==> src/rtl/qspi_apb_master.sv <==
// qspi_apb_master: turns a valid/ready request stream into single APB3/4
// transfers (SETUP then ACCESS), with wait states, PSLVERR capture and an
// optional bus timeout. Exactly one response is returned per request.
module qspi_apb_master #(
    parameter int ADDR_WIDTH     = 12,
    parameter int TIMEOUT_CYCLES = 16,
    parameter bit HAS_PSTRB      = 1'b1
) (
    input  logic                  pclk,
    input  logic                  presetn,
    input  logic                  req_valid_i,
    output logic                  req_ready_o,
    input  logic                  req_write_i,
    input  logic [ADDR_WIDTH-1:0] req_addr_i,
    input  logic [31:0]           req_wdata_i,
    input  logic [3:0]            req_strb_i,
    output logic                  rsp_valid_o,
    input  logic                  rsp_ready_i,
    output logic [31:0]           rsp_rdata_o,
    output logic                  rsp_err_o,
    output logic                  rsp_timeout_o,
    output logic                  busy_o,
    output logic                  psel,
    output logic                  penable,
    output logic                  pwrite,
    output logic [ADDR_WIDTH-1:0] paddr,
    output logic [31:0]           pwdata,
    output logic [3:0]            pstrb,
    input  logic [31:0]           prdata,
    input  logic                  pready,
    input  logic                  pslverr
);

    typedef enum logic [1:0] {IDLE, SETUP, ACCESS, RESP} state_t;

    // The abort fires on the ACCESS cycle where the wait counter reaches
    // TIMEOUT_CYCLES-1, i.e. on the TIMEOUT_CYCLES-th stalled ACCESS cycle.
    localparam bit          TMO_EN   = (TIMEOUT_CYCLES != 0);
    localparam logic [15:0] TMO_LAST = TMO_EN ? 16'(TIMEOUT_CYCLES - 1) : 16'd0;

    state_t                  state_q, state_d;
    logic                    psel_q, psel_d;
    logic                    penable_q, penable_d;
    logic                    pwrite_q, pwrite_d;
    logic [ADDR_WIDTH-1:0]   paddr_q, paddr_d;
    logic [31:0]             pwdata_q, pwdata_d;
    logic [3:0]              pstrb_q, pstrb_d;
    logic                    rsp_valid_q, rsp_valid_d;
    logic [31:0]             rsp_rdata_q, rsp_rdata_d;
    logic                    rsp_err_q, rsp_err_d;
    logic                    rsp_timeout_q, rsp_timeout_d;
    logic [15:0]             tmo_cnt_q, tmo_cnt_d;

    // Next-state and registered-output decode; every field holds by default.
    always_comb begin
        state_d       = state_q;
        psel_d        = psel_q;
        penable_d     = penable_q;
        pwrite_d      = pwrite_q;
        paddr_d       = paddr_q;
        pwdata_d      = pwdata_q;
        pstrb_d       = pstrb_q;
        rsp_valid_d   = rsp_valid_q;
        rsp_rdata_d   = rsp_rdata_q;
        rsp_err_d     = rsp_err_q;
        rsp_timeout_d = rsp_timeout_q;
        tmo_cnt_d     = tmo_cnt_q;
        case (state_q)
            IDLE: begin
                if (req_valid_i) begin
                    pwrite_d = req_write_i;
                    paddr_d  = req_addr_i;
                    pwdata_d = req_wdata_i;
                    pstrb_d  = req_write_i ? (HAS_PSTRB ? req_strb_i : 4'hF) : 4'h0;
                    psel_d   = 1'b1;
                    state_d  = SETUP;
                end
            end
            SETUP: begin
                penable_d = 1'b1;
                tmo_cnt_d = 16'd0;
                state_d   = ACCESS;
            end
            ACCESS: begin
                if (pready) begin
                    psel_d        = 1'b0;
                    penable_d     = 1'b0;
                    rsp_valid_d   = 1'b1;
                    rsp_rdata_d   = pwrite_q ? 32'd0 : prdata;
                    rsp_err_d     = pslverr;
                    rsp_timeout_d = 1'b0;
                    state_d       = RESP;
                end else if (TMO_EN && (tmo_cnt_q == TMO_LAST)) begin
                    psel_d        = 1'b0;
                    penable_d     = 1'b0;
                    rsp_valid_d   = 1'b1;
                    rsp_rdata_d   = 32'd0;
                    rsp_err_d     = 1'b1;
                    rsp_timeout_d = 1'b1;
                    state_d       = RESP;
                end else begin
                    tmo_cnt_d = tmo_cnt_q + 16'd1;
                end
            end
            RESP: begin
                if (rsp_ready_i) begin
                    rsp_valid_d = 1'b0;
                    state_d     = IDLE;
                end
            end
            default: state_d = IDLE;
        endcase
    end

    // State and registered outputs; async reset clears everything.
    always_ff @(posedge pclk or negedge presetn) begin
        if (!presetn) begin
            state_q       <= IDLE;
            psel_q        <= 1'b0;
            penable_q     <= 1'b0;
            pwrite_q      <= 1'b0;
            paddr_q       <= '0;
            pwdata_q      <= 32'd0;
            pstrb_q       <= 4'd0;
            rsp_valid_q   <= 1'b0;
            rsp_rdata_q   <= 32'd0;
            rsp_err_q     <= 1'b0;
            rsp_timeout_q <= 1'b0;
            tmo_cnt_q     <= 16'd0;
        end else begin
            state_q       <= state_d;
            psel_q        <= psel_d;
            penable_q     <= penable_d;
            pwrite_q      <= pwrite_d;
            paddr_q       <= paddr_d;
            pwdata_q      <= pwdata_d;
            pstrb_q       <= pstrb_d;
            rsp_valid_q   <= rsp_valid_d;
            rsp_rdata_q   <= rsp_rdata_d;
            rsp_err_q     <= rsp_err_d;
            rsp_timeout_q <= rsp_timeout_d;
            tmo_cnt_q     <= tmo_cnt_d;
        end
    end

    // req_ready_o is gated by presetn so it reads 0 while reset is held.
    assign req_ready_o   = presetn & (state_q == IDLE);
    assign busy_o        = (state_q != IDLE);
    assign psel          = psel_q;
    assign penable       = penable_q;
    assign pwrite        = pwrite_q;
    assign paddr         = paddr_q;
    assign pwdata        = pwdata_q;
    assign pstrb         = pstrb_q;
    assign rsp_valid_o   = rsp_valid_q;
    assign rsp_rdata_o   = rsp_rdata_q;
    assign rsp_err_o     = rsp_err_q;
    assign rsp_timeout_o = rsp_timeout_q;

endmodule

==> config.mk <==
export PLATFORM = sky130hd
export DESIGN_NAME = qspi_apb_master
export DESIGN_NICKNAME = d
export VERILOG_FILES = /design/src/rtl/qspi_apb_master.sv
export SDC_FILE = /design/constraint.sdc
export NUM_CORES = 1
export LEC_CHECK = 0
export ABC_AREA = 0
export CORE_ASPECT_RATIO = 0.5
export CORE_MARGIN = 8
export CORE_UTILIZATION = 43
export CTS_CLUSTER_SIZE = 14
export DETAILED_ROUTE_END_ITERATION = 10
export PLACE_DENSITY_LB_ADDON = 0.2
export SLEW_MARGIN = 20
export SYNTH_ARGS = -nofsm -noshare
export SYNTH_HDL_FRONTEND = slang
export SYNTH_SLANG_ARGS = --single-unit
==> constraint.sdc <==
create_clock -name pclk -period 2.8 [get_ports pclk]
set_clock_uncertainty 0.15 [all_clocks]
set_input_delay 0.56 -clock pclk [delete_from_list [all_inputs] [get_ports pclk]]
set_output_delay 0.56 -clock pclk [all_outputs]
set_load 0.02 [all_outputs]
Word-level counts from Yosys, hierarchy flattened
Cells that the tools add are included.
W data, S select, Z words.
{ "totals": {"reg_bits": 104} }
{ "op_classes": {"addsub": 1, "eq_ne": 9, "mux": 23, "n_bitwise": 1, "reduce_logical": 13} }
{ "ops": {"columns": ["cell", "count"], "rows": [
  ["$mux W32", 3],
  ["$mux W16", 2],
  ["$pmux W16 S2", 1],
  ["$add A16 B1 Y16 const B", 1],
  ["$eq A16 B4 Y1 const B", 1],
  ["$reduce_and A3 Y1", 4],
  ["$reduce_bool A2 Y1", 5],
  ["$mux W1", 8],
  ["$mux W2", 4],
  ["$ne A2 B2 Y1 const B", 4],
  ["$pmux W2 S4", 1],
  ["$pmux W1 S2", 3],
  ["$reduce_and A2 Y1", 3],
  ["$eq A2 B2 Y1 const B", 2],
  ["$mux W4", 1],
  ["$ne A3 B3 Y1 const B", 1],
  ["$eq A2 B1 Y1 const B", 1],
  ["$logic_not A2 Y1", 1],
  ["$and A1 B1 Y1", 1]
]} }

Logic depth before layout (Yosys ltp)
Gate-level depths: netlist of run 1.
{ "depth": {"depth_word": 4, "depth_mapped": 8} }

Worst setup path after synthesis of run 1
OpenSTA, ideal clock, no wires.
{ "synth_timing": {"path_kind": "flip-flop to flip-flop", "start": "register state_q[0]", "end": "register tmo_cnt_q[10]", "setup_time_ns": 0.069, "arrival_ns": 1.700, "t_required_ns": 2.581, "slack_ns": 0.881, "path_stages_with_launch": 8, "cell_sequence": "dfrtp_1 -> inv_1 -> ha_1 -> clkbuf_1 -> nand2_1 -> clkbuf_1 -> or4_1 -> nand3_1"} }
{ "synth_between": {"elab_chain_cells": 3} }
{ "synth_rtl": {"columns": ["element", "line_no", "rtl"], "rows": [
  ["start: declaration", "41", "state_t state_q, state_d;"],
  ["start signal: assignment", "131", "state_q <= state_d;"],
  ["$eq A2 B2 Y1 or $eq A2 B1 Y1 (tied branches)", "68", "case (state_q)"],
  ["$ne A2 B2 Y1 (no source line) or $reduce_bool A2 Y1 (tied branches)", null, null],
  ["$reduce_and A3 Y1 (no source line)", null, null],
  ["end signal: assignment", "142", "tmo_cnt_q <= tmo_cnt_d;"],
  ["end: declaration", "52", "logic [15:0] tmo_cnt_q, tmo_cnt_d;"]
]} }
Parallel ways exist; a longest one is shown, timed or not.
A chain may end at the register's enable or synchronous reset.

Final worst setup path of run 1
{ "layout_timing": {"start": "register state_q[0]", "end": "output port req_ready_o"} }
{ "layout_between": {"elab_chain_cells": 2} }
{ "layout_rtl": {"columns": ["element", "line_no", "rtl"], "rows": [
  ["$logic_not A2 Y1", "147", "assign req_ready_o = presetn & (state_q == IDLE);"],
  ["$and A1 B1 Y1", "147", null],
  ["end: declaration", "12", "output logic req_ready_o,"]
]} }
Every way passes these cells.

==> results of run 1 <==
==> cells by family after synthesis <==
family / count (synthesis)
AO/OA/AOI/OAI: 77
adder cells (fa/ha/maj): 5
buffers and inverters: 31
flip-flops: 104
multiplexers: 47
AND/OR/NAND/NOR: 71
==> worst register-to-register path: stages, from the launching register on <==
cell	delay, ns
dfrtp_1	0.43
ha_1	0.27
nor4bb_1	0.15
and4_1	0.27
o21ai_4	0.70
a22o_1	0.26
==> layout by cell type, fill, tap and decap left out, types with 3 or more instances in the layout <==
master	count
nand4_1	5
clkdlybuf4s50_1	173
nor4_1	5
o21ai_0	12
nand3_1	9
ha_1	5
a31oi_1	4
nand2_1	25
clkinv_4	3
nor3_1	3
a21oi_1	7
inv_1	10
a22o_1	32
and4_1	3
or4_1	5
clkbuf_16	9
mux2_2	46
o211ai_1	8
dfrtp_1	104
buf_4	6
==> sequential cells by signal, summed over array words and instances, names as in the netlist <==
| signal | cells |
|---|---|
| pwdata | 32 |
| paddr | 12 |
| psel | 1 |
| tmo_cnt_q | 16 |
| pstrb | 4 |
| rsp_valid_o | 1 |
| rsp_timeout_o | 1 |
| rsp_rdata_o | 32 |
| state_q | 2 |
| pwrite | 1 |
| penable | 1 |
| rsp_err_o | 1 |
==> metrics by stage <==
| stage | power (uW) | utilization (%) | cell area, sq um | setup WS [ns] | instances |
|---|---|---|---|---|---|
| 2_1_floorplan | 4370 | - | 4330 | 0.881 | 335 |
| 3_3_place_gp | 6050 | 62.0 | 6190 | 0.460 | 634 |
| 3_5_place_dp | 6130 | 62.0 | 6190 | 0.397 | 634 |
| 4_1_cts | 7390 | 65.1 | 6500 | 0.196 | 650 |
| 5_1_grt | 7730 | 65.1 | 6500 | 0.120 | 650 |
| 6_report | 7300 | 65.1 | 6500 | 0.215 | 650 |
==> path summary, 6_finish.rpt <==
kind | endpoint | slack, ns | depth (start not counted)
max | req_ready_o | 0.22 | 4
min | state_q[0] | 0.18 | 2
max reg2reg | rsp_rdata_o[25] | 0.50 | 5
min reg2reg | pstrb[2] | 0.33 | 2
max in group asynchronous | pwdata[26] | 1.82 | 2
min in group pclk | pstrb[2] | 0.33 | 2
==> layout make-up <==
cell class / count / area share, %
Inverter: 10 / 0.578
Clock buffer: 11 / 3.89
Tap cell: 140 / 2.70
Multi-Input combinational cell: 200 / 24.4
Timing Repair Buffer: 180 / 27.6
Clock inverter: 5 / 0.789
Sequential cell: 104 / 40.0
==> metal layers <==
layer / part of all wire [%] / up-vias
li1: - / 1582
met3: 11 / 6
met1: 45 / 1691
met2: 43 / 149
met4: 0.47 / 2
met5: 0.11 / -
==> power by group through the flow <==
stage | combinational (uW) | clock, uW | sequential [uW]
final | 3560 | 1230 | 2520
after global routing | 3790 | 1330 | 2600
after CTS | 3600 | 1270 | 2510
after detailed placement | 3590 | 0 | 2530
after global placement | 3530 | 0 | 2520
after floorplan | 1140 | 0 | 3220
==> results.txt, run 1 <==
status: complete, no violations
Clock Latency Late Sink: 0.33 ns
Yosys top cell by area: dfrtp_1
initial core utilization: 43.3%
vias in the first global route: 3376
synth unique cells: 46
Worst Path Buf+Inv: 2
RSZ-0062 raised after global routing: no
largest family of logic cells by synthesized area: compound AO/OA/AOI/OAI gates
die width: 158 um
clock power share: 16.9%
Max clock buf depth: 2
pwr/cell area: 1120 nW/um^2
Via Count: 3430
Die Y: 86.9 um
top cells by count, synth: dfrtp_1 (104), mux2_2 (46), a22o_1 (32)
share of flip-flops with an asynchronous set or reset: 100%
slowest cell delay on critical path: 0.60 ns
xor and xnor area share after synthesis: 0%
GRT Total Usage: 17.7%
critical path, cell by cell: inv_1 > ha_1 > and2_1 > clkdlybuf4s50_1
per-cell routed wire length: 18.9 um
CTS tree: done
VDD IR-drop max: 677 uV
multi-input logic area: 1580 sq um
setup TNS: 0 ns
crit path kind: reg2out
Simple-Gate Fraction of Synth Area: 9.08%
crit path from: state_q[0]
Hold Path Class: in2async
Avg Cell Area, Syn: 12.9 sq um
slowest CP cell: clkdlybuf4s50_1
Post-CTS Setup Bufs: 0
met1 Use GR: 24.7%
Crit Path Max Fanout: 5
Reg area: 2600 sq um
total of max-cap violations: 0
CTS resizes: 0
Sw Ratio: 37.3%
mux cell area share after synthesis: 12.2%
fin crit period: 2.58 ns
Iteration-0 DRC Markers: 219
Synth Instances: 335
leading post-synthesis cells by cell area: dfrtp_1 (60%), mux2_2 (12%), a22o_1 (6.5%)
# rows: 26
synthesized flop and latch total: 104
Root Buffer: clkbuf_16
Filler cells: 783
Critical Path RT: 2.09 ns
residual DRC count: 0
Synth Area in Compound Gates: 13.7%
power share of the sequential group: 34.4%
Via density: 5.28
pin count of the biggest net entering global routing: 55
internal cell power: 4580 uW
clk slew on worst S/H paths: 0.07 ns
die area: 13700 sq um
layout cell share with drive strength beyond 1: 14.5%
met3 Use GR: 6.63%
startpoint of the worst register-to-register path: tmo_cnt_q[0]
EDFF count, synth: 0
Post-DP HPWL: 9210 um
final net count: 597
Comb power frac: 48.7%
CP Data Arrival Time: 1.87 ns
Post-Syn Area: 4330 sq um
diode count: 0
grt ovf: 0
GR peak layer: met2
first-pass GRT wire length: 18900 um
CTS Sinks: 104
period utilization: 92.3%
Leakage: 0.00282 uW
WHS: 0.178 ns
met2 Use GR: 25.6%
Fmax achieved: 0.387 GHz
Slew Viols, Final: 0
initial antenna violation count: 1
Area Overhead vs Synth: 50.2%
Setup Viol. Count Final: 0
Psw: 2720 uW
H-tree depth: 3
CP Launch Type: register
Post-Syn Nets: 427
Slew @ Worst Pin: 0.843 ns
Post-synth top flop: dfrtp_1
final wirelength: 12300 um
first drt pass iteration count: 5
count leader, synth: dfrtp_1
top-level I/O count: 175
final hold viol count: 0
final antenna-violating net count: 0
CTS Hold Bufs: 0
crit-path leading delay family: buffers and inverters
gpl congestion: 0.881
adder-cell share of the synthesized area: 1.45%
Seq/Total Area, Yosys: 60.2%
critical path endpoint category: output pin
Max-slew headroom: 43.6%
area share of the largest cell type after synthesis: 60.2%
Yosys Warn Count: 0
Core ar.: 9990 sq um
port buffer count: 174
CTS buffer count: 9
No activity file was read; power rests on OpenSTA's default activity.
==> inputs of run 2 (changes only) <==
--- a/config.mk
+++ b/config.mk
@@ -8,7 +8,7 @@
 export ABC_AREA = 0
 export CORE_ASPECT_RATIO = 0.5
 export CORE_MARGIN = 8
-export CORE_UTILIZATION = 43
+export CORE_UTILIZATION = 41
 export CTS_CLUSTER_SIZE = 14
 export DETAILED_ROUTE_END_ITERATION = 10
 export PLACE_DENSITY_LB_ADDON = 0.2
==> run 2 against run 1 <==
Net effect:
- combinational power is essentially flat
- setup slack improved by 0.0092 ns
- critical endpoint unchanged
- routed wire length shrank 1.7%
- maximum frequency increased by 0.36%
- critical path type unchanged
- largest power group unchanged
- first-iteration DRC count decreased by 33%
- global-route usage shrank 0.56 points
==> results.txt, run 2 (synthesis results as in run 1) <==
Post-DP HPWL: 8820 um (-4.2%)
Hold Path Class: in2async
Slew @ Worst Pin: 0.835 ns (-0.00811 ns)
r2r setup slk: 0.57 ns (+0.07 ns)
status: complete, no violations
crit path from: state_q[1]
CTS buffer count: 9 (unchanged)
top-level I/O count: 175 (unchanged)
startpoint of the worst register-to-register path: tmo_cnt_q[0]
setup TNS: 0 ns (unchanged)
Critical Path RT: 2.09 ns (about the same)
gpl congestion: 0.733 (-17%)
pin count of the biggest net entering global routing: 66 (+20%)
first drt pass iteration count: 4 (-1)
Max-slew headroom: 44.3% (+0.75 points)
Leakage: 0.00283 uW (+0.11%)
total power: 7290 uW (-0.14%)
Clock Latency Late Sink: 0.34 ns (about the same)
per-cell routed wire length: 18.5 um (-2.0%)
Setup Viol. Count Final: 0 (unchanged)
Post-CTS Setup Bufs: 0 (unchanged)
initial antenna violation count: 0 (-1)
grt ovf: 0 (unchanged)
R2R Path End: rsp_rdata_o[11]
final antenna-violating net count: 0 (unchanged)
Fmax achieved: 0.388 GHz (+0.36%)
CTS Hold Bufs: 0 (unchanged)
period utilization: 92.0% (-0.33 points)
Via Count: 3381 (-1.4%)
commonest non-fill, non-tap cell in the layout: clkdlybuf4s50_1
port buffer count: 174 (unchanged)
Root Buffer: clkbuf_16
Die Y: 88.6 um (+2.0%)
H-tree depth: 3 (unchanged)
critical path endpoint category: output pin
layout cell share with drive strength beyond 1: 14.8% (+0.33 points)
fin crit period: 2.58 ns (-0.00915 ns)
final hold viol count: 0 (unchanged)
CP Launch Type: register
final worst setup slack: 0.225 ns (+0.00915 ns)
total of max-cap violations: 0 (unchanged)
vias in the first global route: 3570 (+5.7%)
pwr/cell area: 1120 nW/um^2 (about the same)
GRT Total Usage: 17.1% (-0.56 points)
die area: 14300 sq um (+4.2%)
CTS tree: done
die width: 161 um (+2.2%)
diode count: 0 (unchanged)
CP Data Arrival Time: 1.87 ns (about the same)
initial core utilization: 42.2% (-1.1 points)
commonest non-fill, non-tap cells in the layout: clkdlybuf4s50_1 (173), dfrtp_1 (104), mux2_2 (46)
crit path kind: reg2out
FF-to-FF path depth: 6 (+1)
VDD IR-drop max: 557 uV (-18%)
final net count: 599 (+0.34%)
RSZ-0062 raised after global routing: no
dpl ws: 0.449 ns (+0.0517 ns)
Max clock buf depth: 2 (unchanged)
# rows: 26 (unchanged)
first-pass GRT wire length: 19300 um (+2.0%)
Crit Path Max Fanout: 5 (unchanged)
clk slew on worst S/H paths: 0.08 ns (about the same)
Iteration-0 DRC Markers: 147 (-33%)
Slew Viols, Final: 0 (unchanged)
residual DRC count: 0 (unchanged)
Via density: 5.19 (-1.7%)
final wirelength: 12100 um (-1.7%)
Core ar.: 10200 sq um (+2.6%)
CTS resizes: 0 (unchanged)
CTS Sinks: 104 (unchanged)
Area Overhead vs Synth: 50.1% (about the same)
==> run 2: changes by cell type in the layout (fill, tap and decap cells not counted) <==
cell      previous run  this run
buf_4                6         8
clkbuf_8             2         0
inv_6                1         3
clkinv_2             0         1
clkinv_4             3         2
clkinv_8             1         0
inv_8                0         1
==> run 2: power by group <==
part | switching (uW) | total (uW) | internal, uW
clock | 598 | 1220 | 622
sequential | 361 | 2500 | 2140
combinational | 1790 | 3570 | 1780
total | 2750 | 7290 | 4540
==> run 2: layer usage <==
layer	vias to the layer above	global-route usage [%]	wire length [um]
met5	-	0	0
met4	0	4.00	107
met3	11	7.57	1020
met2	94	29.9	6280
met1	1695	19.2	4670
li1	1581	-	-
==> run 2: layout make-up <==
cell class | count | area, sq um
clock buffers | 9 | 225
clock inverters | 7 | 60.1
fillers | 803 | 3750
inverters | 10 | 37.5
multi-input cells | 200 | 1580
flip-flops and latches | 104 | 2600
well taps | 140 | 175
repair buffers | 182 | 1810
==> run 2: per-stage QoR <==
stage	instances	hold WS, ns	util (%)	cell area, sq um
after global placement	636	0.314	60.6	6210
after global routing	652	0.183	63.4	6490
after detailed placement	636	0.323	60.6	6210
after CTS	652	0.158	63.4	6490
final	652	0.148	63.4	6490
after floorplan	335	0.114	-	4330
==> run 2: worst max path at each step <==
stage / end / slack, ns
final: req_ready_o / 0.22
after global routing: req_ready_o / 0.11
after CTS: req_ready_o / 0.19
after detailed placement: tmo_cnt_q[10] / 0.45
after global placement: tmo_cnt_q[10] / 0.48
after floorplan: tmo_cnt_q[10] / 0.88
==> run 2: critical path, stage by stage, from the launching register on <==
cell	delay [ns]
dfrtp_1	0.41
inv_1	0.11
ha_1	0.26
and2_1	0.15
clkdlybuf4s50_1	0.60
